## src/rtl/note_controller.sv

```systemverilog
// rtl/note_controller.sv - keypad-to-oscillator sequencer with live, hold and arpeggio play modes
module note_controller #(
  parameter int STEP_CYCLES = 500000,
  parameter int DEPTH       = 8
) (
  input  logic       clk,
  input  logic       n_rst,
  input  logic [3:0] keycode,
  input  logic       mode_edge,
  input  logic       sound_edge,
  output logic [3:0] note,
  output logic       gate,
  output logic [1:0] wave_sel,
  output logic [1:0] mode
);

  localparam int IW = $clog2(DEPTH);
  localparam int CW = IW + 1;
  localparam int SW = $clog2(STEP_CYCLES);
  localparam logic [CW-1:0] DEPTH_C   = CW'(DEPTH);
  localparam logic [SW-1:0] STEP_LAST = SW'(STEP_CYCLES - 1);

  typedef enum logic [1:0] {
    MODE_LIVE = 2'd0,
    MODE_HOLD = 2'd1,
    MODE_ARP  = 2'd2
  } mode_t;

  mode_t         state, state_nx;
  logic [3:0]    key, prev_key;
  logic [3:0]    note_nx;
  logic          gate_nx;
  logic [1:0]    wave_nx;
  logic [CW-1:0] count, count_nx;
  logic [IW-1:0] idx, idx_nx;
  logic [SW-1:0] step, step_nx;
  logic [3:0]    note_buf [DEPTH];
  logic          buf_we;
  logic          new_key;
  logic          tick;

  // Codes 13..14 never come from a real key; fold them into "no key".
  assign key     = (keycode > 4'd12) ? 4'hF : keycode;
  assign new_key = (key != 4'hF) && (key != prev_key);
  assign tick    = (state == MODE_ARP) && (step == STEP_LAST);
  assign mode    = state;

  always_ff @(posedge clk or negedge n_rst) begin
    if (!n_rst) begin
      state    <= MODE_LIVE;
      prev_key <= 4'hF;
      note     <= 4'd0;
      gate     <= 1'b0;
      wave_sel <= 2'd0;
      count    <= '0;
      idx      <= '0;
      step     <= '0;
    end else begin
      state    <= state_nx;
      prev_key <= key;
      note     <= note_nx;
      gate     <= gate_nx;
      wave_sel <= wave_nx;
      count    <= count_nx;
      idx      <= idx_nx;
      step     <= step_nx;
    end
  end

  always_ff @(posedge clk) begin
    if (buf_we) note_buf[count[IW-1:0]] <= key;
  end

  always_comb begin
    state_nx = state;
    note_nx  = note;
    gate_nx  = gate;
    count_nx = count;
    idx_nx   = idx;
    step_nx  = step;
    buf_we   = 1'b0;
    wave_nx  = sound_edge ? wave_sel + 2'd1 : wave_sel;

    if (mode_edge) begin
      case (state)
        MODE_LIVE: state_nx = MODE_HOLD;
        MODE_HOLD: state_nx = MODE_ARP;
        default:   state_nx = MODE_LIVE;
      endcase
      gate_nx  = 1'b0;
      count_nx = '0;
      idx_nx   = '0;
      step_nx  = '0;
    end else begin
      case (state)
        MODE_LIVE: begin
          if (key != 4'hF) begin
            note_nx = key;
            gate_nx = 1'b1;
          end else begin
            gate_nx = 1'b0;
          end
        end
        MODE_HOLD: begin
          if (new_key) begin
            if (gate && (key == note)) begin
              gate_nx = 1'b0;
            end else begin
              note_nx = key;
              gate_nx = 1'b1;
            end
          end
        end
        MODE_ARP: begin
          step_nx = tick ? '0 : step + SW'(1);
          if (new_key && (count < DEPTH_C)) begin
            buf_we   = 1'b1;
            count_nx = count + CW'(1);
          end
          // Playback decisions use the count as it stood before any append this cycle.
          if (count == '0) begin
            gate_nx = 1'b0;
          end else if (tick) begin
            note_nx = note_buf[idx];
            gate_nx = 1'b1;
            idx_nx  = (({1'b0, idx} + CW'(1)) == count) ? '0 : idx + IW'(1);
          end
        end
        default: state_nx = MODE_LIVE;
      endcase
    end
  end

endmodule

```

## config.mk

```make
export PLATFORM = sky130hd
export DESIGN_NAME = note_controller
export DESIGN_NICKNAME = d
export VERILOG_FILES = /design/src/rtl/note_controller.sv
export SDC_FILE = /design/constraint.sdc
export NUM_CORES = 1
export LEC_CHECK = 0
export CORE_MARGIN = 1.5
export CORE_UTILIZATION = 64
export DETAILED_ROUTE_END_ITERATION = 16
export MAX_ROUTING_LAYER = met4
export PLACE_DENSITY = 0.84
export SLEW_MARGIN = 10
export SYNTH_ARGS = -nofsm -noshare
export SYNTH_HDL_FRONTEND = slang
export SYNTH_SLANG_ARGS = --single-unit
```

## constraint.sdc

```tcl
create_clock -name clk -period 7.83 [get_ports clk]
set_clock_uncertainty 0.2 [all_clocks]
set_input_delay 0.783 -clock clk [delete_from_list [all_inputs] [get_ports clk]]
set_output_delay 0.783 -clock clk [all_outputs]
set_load 0.02 [all_outputs]
```

==> flow_metrics.tcl, run 1 <==
set metrics [dict create \
    status "complete, no violations" \
    synth_ff_type "dfrtp_1" \
    cts_resized 0 \
    fin_crit_sh 0.442 \
    port_buffers 16 \
    layout_commonest_cell "dfrtp_1" \
    synth_warnings 0 \
    top_layer_used "met4" \
    synth_edf_count 32 \
    cts_made_buffers 9 \
    ant_nets 0 \
    slowest_stage "ha_1" \
    cp_data_required_time_ns 7.62 \
    ys_ff_latch 71 \
    power_leakage_uw 0.00147 \
    crit_type "reg2reg" \
    grt_first_pass_wirelength_um 11500 \
    synth_cells 287 \
    endpoint_kind "register" \
    rows 26 \
    num_antenna_cells 0 \
    fmax_ghz 0.289 \
    insertion_delay_ns 0.35 \
    final_core_utilization 0.744 \
    clockRootBuffer "clkbuf_8" \
    slew_viol_final 0 \
    syn_area_um2 3520 \
    grt_max_degree 40 \
    vias 2276 \
    rsz0062_at_grt "no" \
    maxCapViolations 0 \
    dp.cells 360 \
    clock_path_buffers 2 \
    grt_pass1_vias 2316 \
    setup_tns_ns 0 \
    path_buf_inv 2 \
    routed-wl-met3_um 435 \
    multi_input_area_um2 1480 \
    fin_cells 376 \
    met2_length_um 3240 \
    antenna_found_initial 0 \
    dr.pass1.iters 4 \
    cts_tree "built" \
    register_area_um2 1940 \
    wirelength_um 6760 \
    vias_per_cell 6.05 \
    clock_sinks 71 \
    most-common-layout-cells "dfrtp_1, edfxtp_1, nor2_1" \
    slowest_delay_ns 0.60 \
    slew_headroom 0.430 \
    synth.yosys.seq_area_share 0.552 \
    hold_viol 0 \
    cp_max_fo 19 \
    start_kind "register" \
    hpwlAfterDp_um 4700 \
    dieWidth_um 77.1 \
    n_fill_cell 348 \
    ys_async_sr_fraction 0.549 \
    cts_max_level 3 \
    dieArea_um2 5950 \
    drive_gt1_frac 0.131 \
    first_iter_violations 262 \
    path_cells "inv_1, ha_1, clkinv_1, nor3_2, nand3b_1, nor3_1" \
    initial_core_util 0.676 \
    post-route-min-period_ns 3.46 \
    cp.arrival_ns 3.25 \
    wl_per_cell_um 18.0 \
    m1WireLength_um 3030 \
    drcViolationCount 0 \
    cts_setup_buffers 0 \
    worst_pin_slew_ns 0.855 \
    die_h_um 77.1 \
    cp_top_family "simple AND/OR/NAND/NOR gates" \
    overflow 0 \
    power.density_nw_per_um2 251 \
    nNetsFinal 318 \
    yosysUniqueCellTypes 55 \
    worstHoldPathType "reg2reg" \
    core_um2 5200 \
    ir_drop_mv 0.165 \
    grt_usage 0.263 \
    path_clk_slew_ns 0.07 \
    syn_nets 304 \
    ctsHoldBuffers 0 \
    ioPinCount 17 \
    areaGrowthSynthToFinish_pct 10.2 \
    routabilityCongestion 0.801 \
    avgSynthCellArea_um2 12.3 \
    setup_viol 0 \
]
cell families after synthesis:
group,after synthesis,share of synthesized area
AO/OA/AOI/OAI,30,0.0712
adder cells (fa/ha/maj),9,0.0320
multiplexers,14,0.0701
flip-flops,71,0.552
buffers and inverters,24,0.0274
AND/OR/NAND/NOR,108,0.170
XOR/XNOR,31,0.0772
final timing paths:
check | start | depth (start not counted) | endpoint | slack, ns
setup reg to reg | mode[0]$_DFFE_PN0P_ | 6 | note_buf[5][2]$_DFFE_PP_ | 4.37
setup / recovery | mode[0]$_DFFE_PN0P_ | 6 | note_buf[5][2]$_DFFE_PP_ | 4.37
hold reg to reg | wave_sel[1]$_DFFE_PN0P_ | 1 | wave_sel[1]$_DFFE_PN0P_ | 0.28
max in group asynchronous | n_rst | 1 | count[0]$_DFFE_PN0P_ | 6.55
hold / removal | wave_sel[1]$_DFFE_PN0P_ | 1 | wave_sel[1]$_DFFE_PN0P_ | 0.28
min in group asynchronous | n_rst | 1 | note[3]$_DFFE_PN0P_ | 0.34
through the flow:
stage,hold slack [ns],worst slack (ns),power (uW),cell area (um^2)
2_1_floorplan,0.287,5.17,632,3520
3_3_place_gp,0.263,4.26,718,3710
3_5_place_dp,0.268,4.01,727,3710
4_1_cts,0.280,4.39,979,3870
5_1_grt,0.297,4.16,1020,3870
6_report,0.275,4.37,971,3870
layout make-up:
class                           instances  share of cell area
Clock inverter                          5             0.00904
Multi-Input combinational cell        192               0.382
Inverter                               10             0.00969
Clock buffer                           11              0.0339
Sequential cell                        71               0.501
Tap cell                               70              0.0226
Timing Repair Buffer                   17              0.0420
cells in the mapped netlist, drive strengths merged (3+ instances only):
cell | n | area, um^2
dfrtp | 35 | 876
edfxtp | 32 | 961
nor2 | 28 | 105
nand2 | 22 | 82.6
xor2 | 19 | 166
xnor2 | 12 | 105
nand3 | 11 | 60.1
nor3 | 10 | 55.1
ha | 9 | 113
inv | 9 | 33.8
a21oi | 8 | 40.0
clkbuf | 8 | 30.0
mux4 | 8 | 180
and3 | 7 | 43.8
buf | 6 | 28.8
a31oi | 5 | 43.8
mux2 | 5 | 56.3
nand4 | 5 | 31.3
and4 | 4 | 37.5
dfstp | 4 | 105
nor4b | 4 | 47.6
nand3b | 3 | 22.5
o31ai | 3 | 22.5
routing by layer:
metal	GRT usage	vias up
li1	-	1070
met1	0.361	1123
met2	0.391	78
met3	0.0702	5
met4	0.0745	0
met5	-	-
worst reg2reg max path: cells and delay by family, from the launching register on:
family                     cells  cell delay (ns)
buffers and inverters          2             0.62
and+or+nand+nor                3             1.25
adders and majority gates      1             0.60
DFF                            1             0.44
power by group:
part / switching, uW / total (uW) / leakage, uW / internal, uW
Clock: 136 / 251 / 0.0000833 / 115
Sequential: 35.0 / 460 / 0.000798 / 425
Combinational: 146 / 260 / 0.000584 / 114
Total: 317 / 971 / 0.00147 / 654
state kept, by name, summed over array words and instances, names as in the netlist:
register  count
mode          2
prev_key      4
gate          1
note_buf     32
step         19
count         4
idx           3
wave_sel      2
note          4
(Power assumes the default switching activity.)
==> inputs of run 2 (changes only) <==
--- a/config.mk
+++ b/config.mk
@@ -6,10 +6,10 @@
 export NUM_CORES = 1
 export LEC_CHECK = 0
 export CORE_MARGIN = 1.5
-export CORE_UTILIZATION = 64
+export CORE_UTILIZATION = 54
 export DETAILED_ROUTE_END_ITERATION = 16
 export MAX_ROUTING_LAYER = met4
-export PLACE_DENSITY = 0.84
+export PLACE_DENSITY = 0.75
 export SLEW_MARGIN = 10
 export SYNTH_ARGS = -nofsm -noshare
 export SYNTH_HDL_FRONTEND = slang
==> constraint.sdc (replaced) <==
create_clock -name clk -period 3 [get_ports clk]
set_clock_uncertainty 0.2 [all_clocks]
set_input_delay 0.3 -clock clk [delete_from_list [all_inputs] [get_ports clk]]
set_output_delay 0.3 -clock clk [all_outputs]
set_load 0.02 [all_outputs]
==> run 2 against run 1 <==
Combinational power grew to 2.6 times the previous value. Sequential cell count stayed put. Non-clock buffer count is 13 higher. Design area is 3.6% higher. Largest power group unchanged. Critical path type unchanged. Cell count is 5.3% higher. Global-route usage is 6.0 points lower. Count of clock-buffer cells in the layout is 2 lower.
==> flow_metrics.tcl, run 2 (same netlist as run 1, synthesis figures left out) <==
set metrics [dict create \
    status "complete, no violations" \
    maxCapViolations 0 \
    die_h_um 83.7 \
    setup_viol 0 \
    dr.pass1.iters 4 \
    place_area_um2 3810 \
    path_clk_slew_ns 0.08 \
    pwr-share-comb 0.260 \
    clockRootBuffer "clkbuf_8" \
    cts_resized 0 \
    setup_tns_ns 0 \
    wl_per_cell_um 15.9 \
    grt_max_degree 40 \
    cp_data_required_time_ns 3.04 \
    overflow 0 \
    start_kind "register" \
    dieWidth_um 83.7 \
    rsz0062_at_grt "no" \
    fin_cells 396 \
    n_fill_cell 502 \
    num_antenna_cells 0 \
    post-route-min-period_ns 2.51 \
    slew_headroom 0.417 \
    grt_usage 0.203 \
    fmax_ghz 0.399 \
    rows 29 \
    power_leakage_uw 0.00155 \
    slew_viol_final 0 \
    hold_viol 0 \
    p_sw_uw 880 \
    largest_reg_flops 32 \
    hpwlAfterDp_um 4410 \
    vias_per_cell 5.72 \
    register_area_um2 1940 \
    most-common-layout-cells "dfrtp_1, edfxtp_1, nor2_1" \
    fin_crit_sh 0.835 \
    ant_nets 0 \
    areaGrowthSynthToFinish_pct 14.2 \
    swShare 0.335 \
    power.density_nw_per_um2 655 \
    layout_commonest_cell "dfrtp_1" \
    drcViolationCount 0 \
    clock_path_buffers 2 \
    core_um2 6310 \
    drive_gt1_frac 0.169 \
    worstHoldPathType "reg2reg" \
    dp.cells 379 \
    port_buffers 16 \
    ir_drop_mv 0.574 \
    final_core_utilization 0.636 \
    cts_setup_buffers 0 \
    initial_core_util 0.557 \
    p_int_uw 1750 \
    wirelength_um 6300 \
    cts_tree "built" \
    nNetsFinal 331 \
    vias 2265 \
    multi_input_area_um2 1480 \
    insertion_delay_ns 0.35 \
    antenna_found_initial 0 \
    endpoint_kind "register" \
    cp_max_fo 8 \
    grt_first_pass_wirelength_um 10800 \
    cts_made_buffers 9 \
    clock_sinks 71 \
    dieArea_um2 7010 \
    grt_pass1_vias 2297 \
    p_seq_frac 0.456 \
    routabilityCongestion 0.815 \
    worst_pin_slew_ns 0.874 \
    fin_area_um2 4020 \
    ioPinCount 17 \
    cp.arrival_ns 2.54 \
    crit_type "reg2reg" \
    first_iter_violations 112 \
    cts_max_level 3 \
    clockPowerShare 0.284 \
]
[run 2: cell count changes in the layout (fill, tap and decap cells not counted), sizes merged]
cell,delta
buf,+12
clkbuf,-2
clkinv,-2
clkinvlp,-1
dlygate4sd3,+1
inv,+5
[run 2: final timing paths]
kind / from / end / slack (ns) / depth (start not counted)
setup / recovery: count[1]$_DFFE_PN0P_ / gate$_DFFE_PN0P_ / 0.49 / 7
hold / removal: wave_sel[1]$_DFFE_PN0P_ / wave_sel[1]$_DFFE_PN0P_ / 0.28 / 1
setup reg to reg: count[1]$_DFFE_PN0P_ / gate$_DFFE_PN0P_ / 0.49 / 7
hold reg to reg: wave_sel[1]$_DFFE_PN0P_ / wave_sel[1]$_DFFE_PN0P_ / 0.28 / 1
max in group asynchronous: n_rst / count[2]$_DFFE_PN0P_ / 1.65 / 2
min in group asynchronous: n_rst / note[3]$_DFFE_PN0P_ / 0.39 / 2
[run 2: worst max-delay path, stage by stage, from the launching register on]
cell and delay [ns]:
dfrtp_1 0.48, inv_1 0.17, ha_1 0.16, nor3b_1 0.50
nand2b_1 0.22, nor2_1 0.05, a211oi_1 0.26, mux2_1 0.35
[run 2: repair_timing]
action	4_1_cts	5_1_grt
endpoints found under the setup margin	0	0
endpoints found under the hold margin	35	0
hold buffers	1	0
[run 2: metrics by stage]
stage,hold WS (ns),total power [uW],setup WS [ns]
after global routing,0.293,2760,0.345
after CTS,0.282,2650,0.501
after detailed placement,0.261,1900,0.257
after global placement,0.264,1890,0.334
final,0.280,2630,0.495
after floorplan,-0.196,1650,0.337
[run 2: area by class of cell]
| cell class | instances | share of cell area |
|---|---|---|
| inverters | 10 | 0.00935 |
| clock inverters | 7 | 0.0184 |
| repair buffers | 30 | 0.0654 |
| well taps | 77 | 0.0240 |
| multi-input cells | 192 | 0.368 |
| clock buffers | 9 | 0.0309 |
| flip-flops and latches | 71 | 0.484 |
[run 2: power by group through the flow]
stage	Clock [uW]	Sequential [uW]	Combinational [uW]
after CTS	769	1200	686
after global routing	802	1210	746
after detailed placement	0	1220	683
final	745	1200	684
after floorplan	0	1270	382
after global placement	0	1220	672
[run 2: per-layer routing]
metal | wire length [um] | global-route usage
met5 | 0 | -
met4 | 136 | 0.113
met2 | 2860 | 0.289
met1 | 3070 | 0.275
met3 | 232 | 0.0406
==> inputs of run 3 (changes only) <==
==> constraint.sdc (replaced) <==
create_clock -name clk -period 2.1 [get_ports clk]
set_clock_uncertainty 0.2 [all_clocks]
set_input_delay 0.21 -clock clk [delete_from_list [all_inputs] [get_ports clk]]
set_output_delay 0.21 -clock clk [all_outputs]
set_load 0.02 [all_outputs]
==> run 3 against run 2 <==
The flow now finishes with violations (setup timing). Fmax increased by 17%. Cell count increased by 11%. Combinational power grew 87%. Clock power grew 34%. Design area rose by 14%. Sequential cell count unchanged. Register-to-register slack worse by 0.53 ns. First-iteration DRC count grew 22%. Count of clock-buffer cells in the layout stayed put. Wire length rose by 15%. Setup slack got worse by 0.53 ns. Critical path type unchanged. Largest cell class unchanged. Highest routed layer unchanged.
==> flow_metrics.tcl, run 3 (same netlist as run 1, synthesis figures left out) <==
set metrics [dict create \
    cp_max_fo 4 \
    crit_type "reg2reg" \
    p_int_uw 2660 \
    insertion_delay_ns 0.34 \
    pre_cts_ws_ns -0.452 \
    n_fill_cell 403 \
    layout_setup_ws_ns -0.0326 \
    post-route-min-period_ns 2.13 \
    dp.cells 419 \
    status "finished, violations left" \
    cts_tree "built" \
    num_antenna_cells 0 \
    dieArea_um2 7010 \
    hold_viol 0 \
    overflow 0 \
    hpwlAfterDp_um 5200 \
    nNetsFinal 376 \
    final_core_utilization 0.722 \
    largest_reg_flops 32 \
    violations "setup timing" \
    layout_commonest_cell "buf_4" \
    start_kind "register" \
    cp_data_required_time_ns 2.13 \
    power_leakage_uw 0.00183 \
    worst-r2r-cell-count 6 \
    path_clk_slew_ns 0.08 \
    routabilityCongestion 0.858 \
    total_power_uw 3980 \
    clock_sinks 71 \
    endpoint_kind "register" \
    p_seq_frac 0.427 \
    rows 29 \
    initial_core_util 0.557 \
    drive_gt1_frac 0.343 \
    r2r-end "note[3]$_DFFE_PN0P_" \
    first_iter_violations 137 \
    cts_max_level 3 \
    core_um2 6310 \
    slew_headroom 0.692 \
    cts_made_buffers 9 \
    ioPinCount 17 \
    die_h_um 83.7 \
    fin_crit_sh 1.02 \
    worstHoldPathType "in2reg" \
    grt_usage 0.229 \
    drcViolationCount 0 \
    port_buffers 16 \
    grt_pass1_vias 2546 \
    cp.arrival_ns 2.16 \
    dr.pass1.iters 4 \
    place_area_um2 4210 \
    power.density_nw_per_um2 873 \
    fin_area_um2 4560 \
    antenna_found_initial 0 \
    setup_viol 14 \
    holdPathStages 2 \
    pwr-share-comb 0.323 \
    regToRegSetupSlack_ns -0.03 \
    fmax_ghz 0.469 \
    hp-start "keycode[2]" \
    grt_max_degree 21 \
    vias 2444 \
    areaGrowthSynthToFinish_pct 29.6 \
    rsz0062_at_grt "yes" \
    fin_cells 441 \
    wl_per_cell_um 16.4 \
    grt_first_pass_wirelength_um 12100 \
    dieWidth_um 83.7 \
    worst_pin_slew_ns 0.462 \
    reg2reg_from "step[0]$_DFFE_PN0P_" \
    ant_nets 0 \
    p_sw_uw 1320 \
    min_to "prev_key[2]$_DFF_PN1_" \
    slew_viol_final 0 \
    swShare 0.331 \
    ir_drop_mv 0.639 \
    vias_per_cell 5.54 \
    most-common-layout-cells "buf_4, dfrtp_1, edfxtp_1" \
    wirelength_um 7220 \
    clockPowerShare 0.250 \
    maxCapViolations 0 \
    clockRootBuffer "clkbuf_8" \
    clock_path_buffers 2 \
]
## run 3: cell count changes in the layout (fill, tap and decap cells not counted), sizes merged
cell,before,now
dlymetal6s2s,0,3
dlygate4sd3,1,2
inv,14,11
clkinvlp,0,2
dlygate4sd2,0,1
clkdlybuf4s50,15,11
buf,14,58
clkinv,3,4
## run 3: timing repair
action                                  CTS  global route
hold buffers                              1             1
hold endpoints to repair                 26             1
buffers inserted                          4             0
pin swaps                                 7             8
resized for setup                        21             7
endpoints found under the setup margin   46            47
## run 3: how the worst max path moves through the flow
stage                             start                  endpoint  slack [ns]  cells past startpoint
floorplan           mode[0]$_DFFE_PN0P_  note_buf[4][0]$_DFFE_PP_       -0.13                      7
global placement             keycode[1]  note_buf[0][0]$_DFFE_PP_       -0.38                      6
detailed placement           keycode[1]  note_buf[0][1]$_DFFE_PP_       -0.45                      6
CTS                 step[0]$_DFFE_PN0P_       note[3]$_DFFE_PN0P_       -0.05                      6
global route        step[5]$_DFFE_PN0P_       note[0]$_DFFE_PN0P_       -0.09                      5
finish              step[0]$_DFFE_PN0P_       note[3]$_DFFE_PN0P_       -0.03                      6
## run 3: critical path, stage by stage (launching register included)
cell and delay, ns:
dfrtp_1 0.37, ha_2 0.18, and4_4 0.23, and4_4 0.26
nand3_4 0.08, a221oi_4 0.34, mux2_1 0.36
## run 3: stage by stage
stage	hold WS [ns]	setup TNS, ns
2_1_floorplan	-0.286	-1.76
3_3_place_gp	-0.0201	-13.22
3_5_place_dp	-0.0168	-16.10
4_1_cts	0.110	-0.176
5_1_grt	0.106	-2.35
6_report	0.122	-0.134
## run 3: power groups by stage
stage / Combinational, uW / Clock (uW) / Sequential (uW)
3_5_place_dp: 1190 / 0 / 1720
2_1_floorplan: 622 / 0 / 1820
3_3_place_gp: 1170 / 0 / 1720
5_1_grt: 1390 / 1080 / 1720
4_1_cts: 1250 / 1010 / 1700
6_report: 1280 / 995 / 1700
## run 3: area by class of cell
class / count / area (um^2) / area share
clock inverter: 7 / 57.6 / 0.0126
sequential: 71 / 1940 / 0.427
multi-input combinational: 192 / 1660 / 0.364
tap: 77 / 96.3 / 0.0211
clock buffer: 9 / 124 / 0.0272
timing repair buffer: 75 / 626 / 0.137
inverter: 10 / 50.0 / 0.0110
## run 3: per-layer routing
metal | share of wire | wire length (um) | global-route usage
met5 | 0 | 0 | -
met2 | 0.49 | 3520 | 0.356
met1 | 0.46 | 3350 | 0.303
met3 | 0.031 | 227 | 0.0485
met4 | 0.016 | 116 | 0.0790
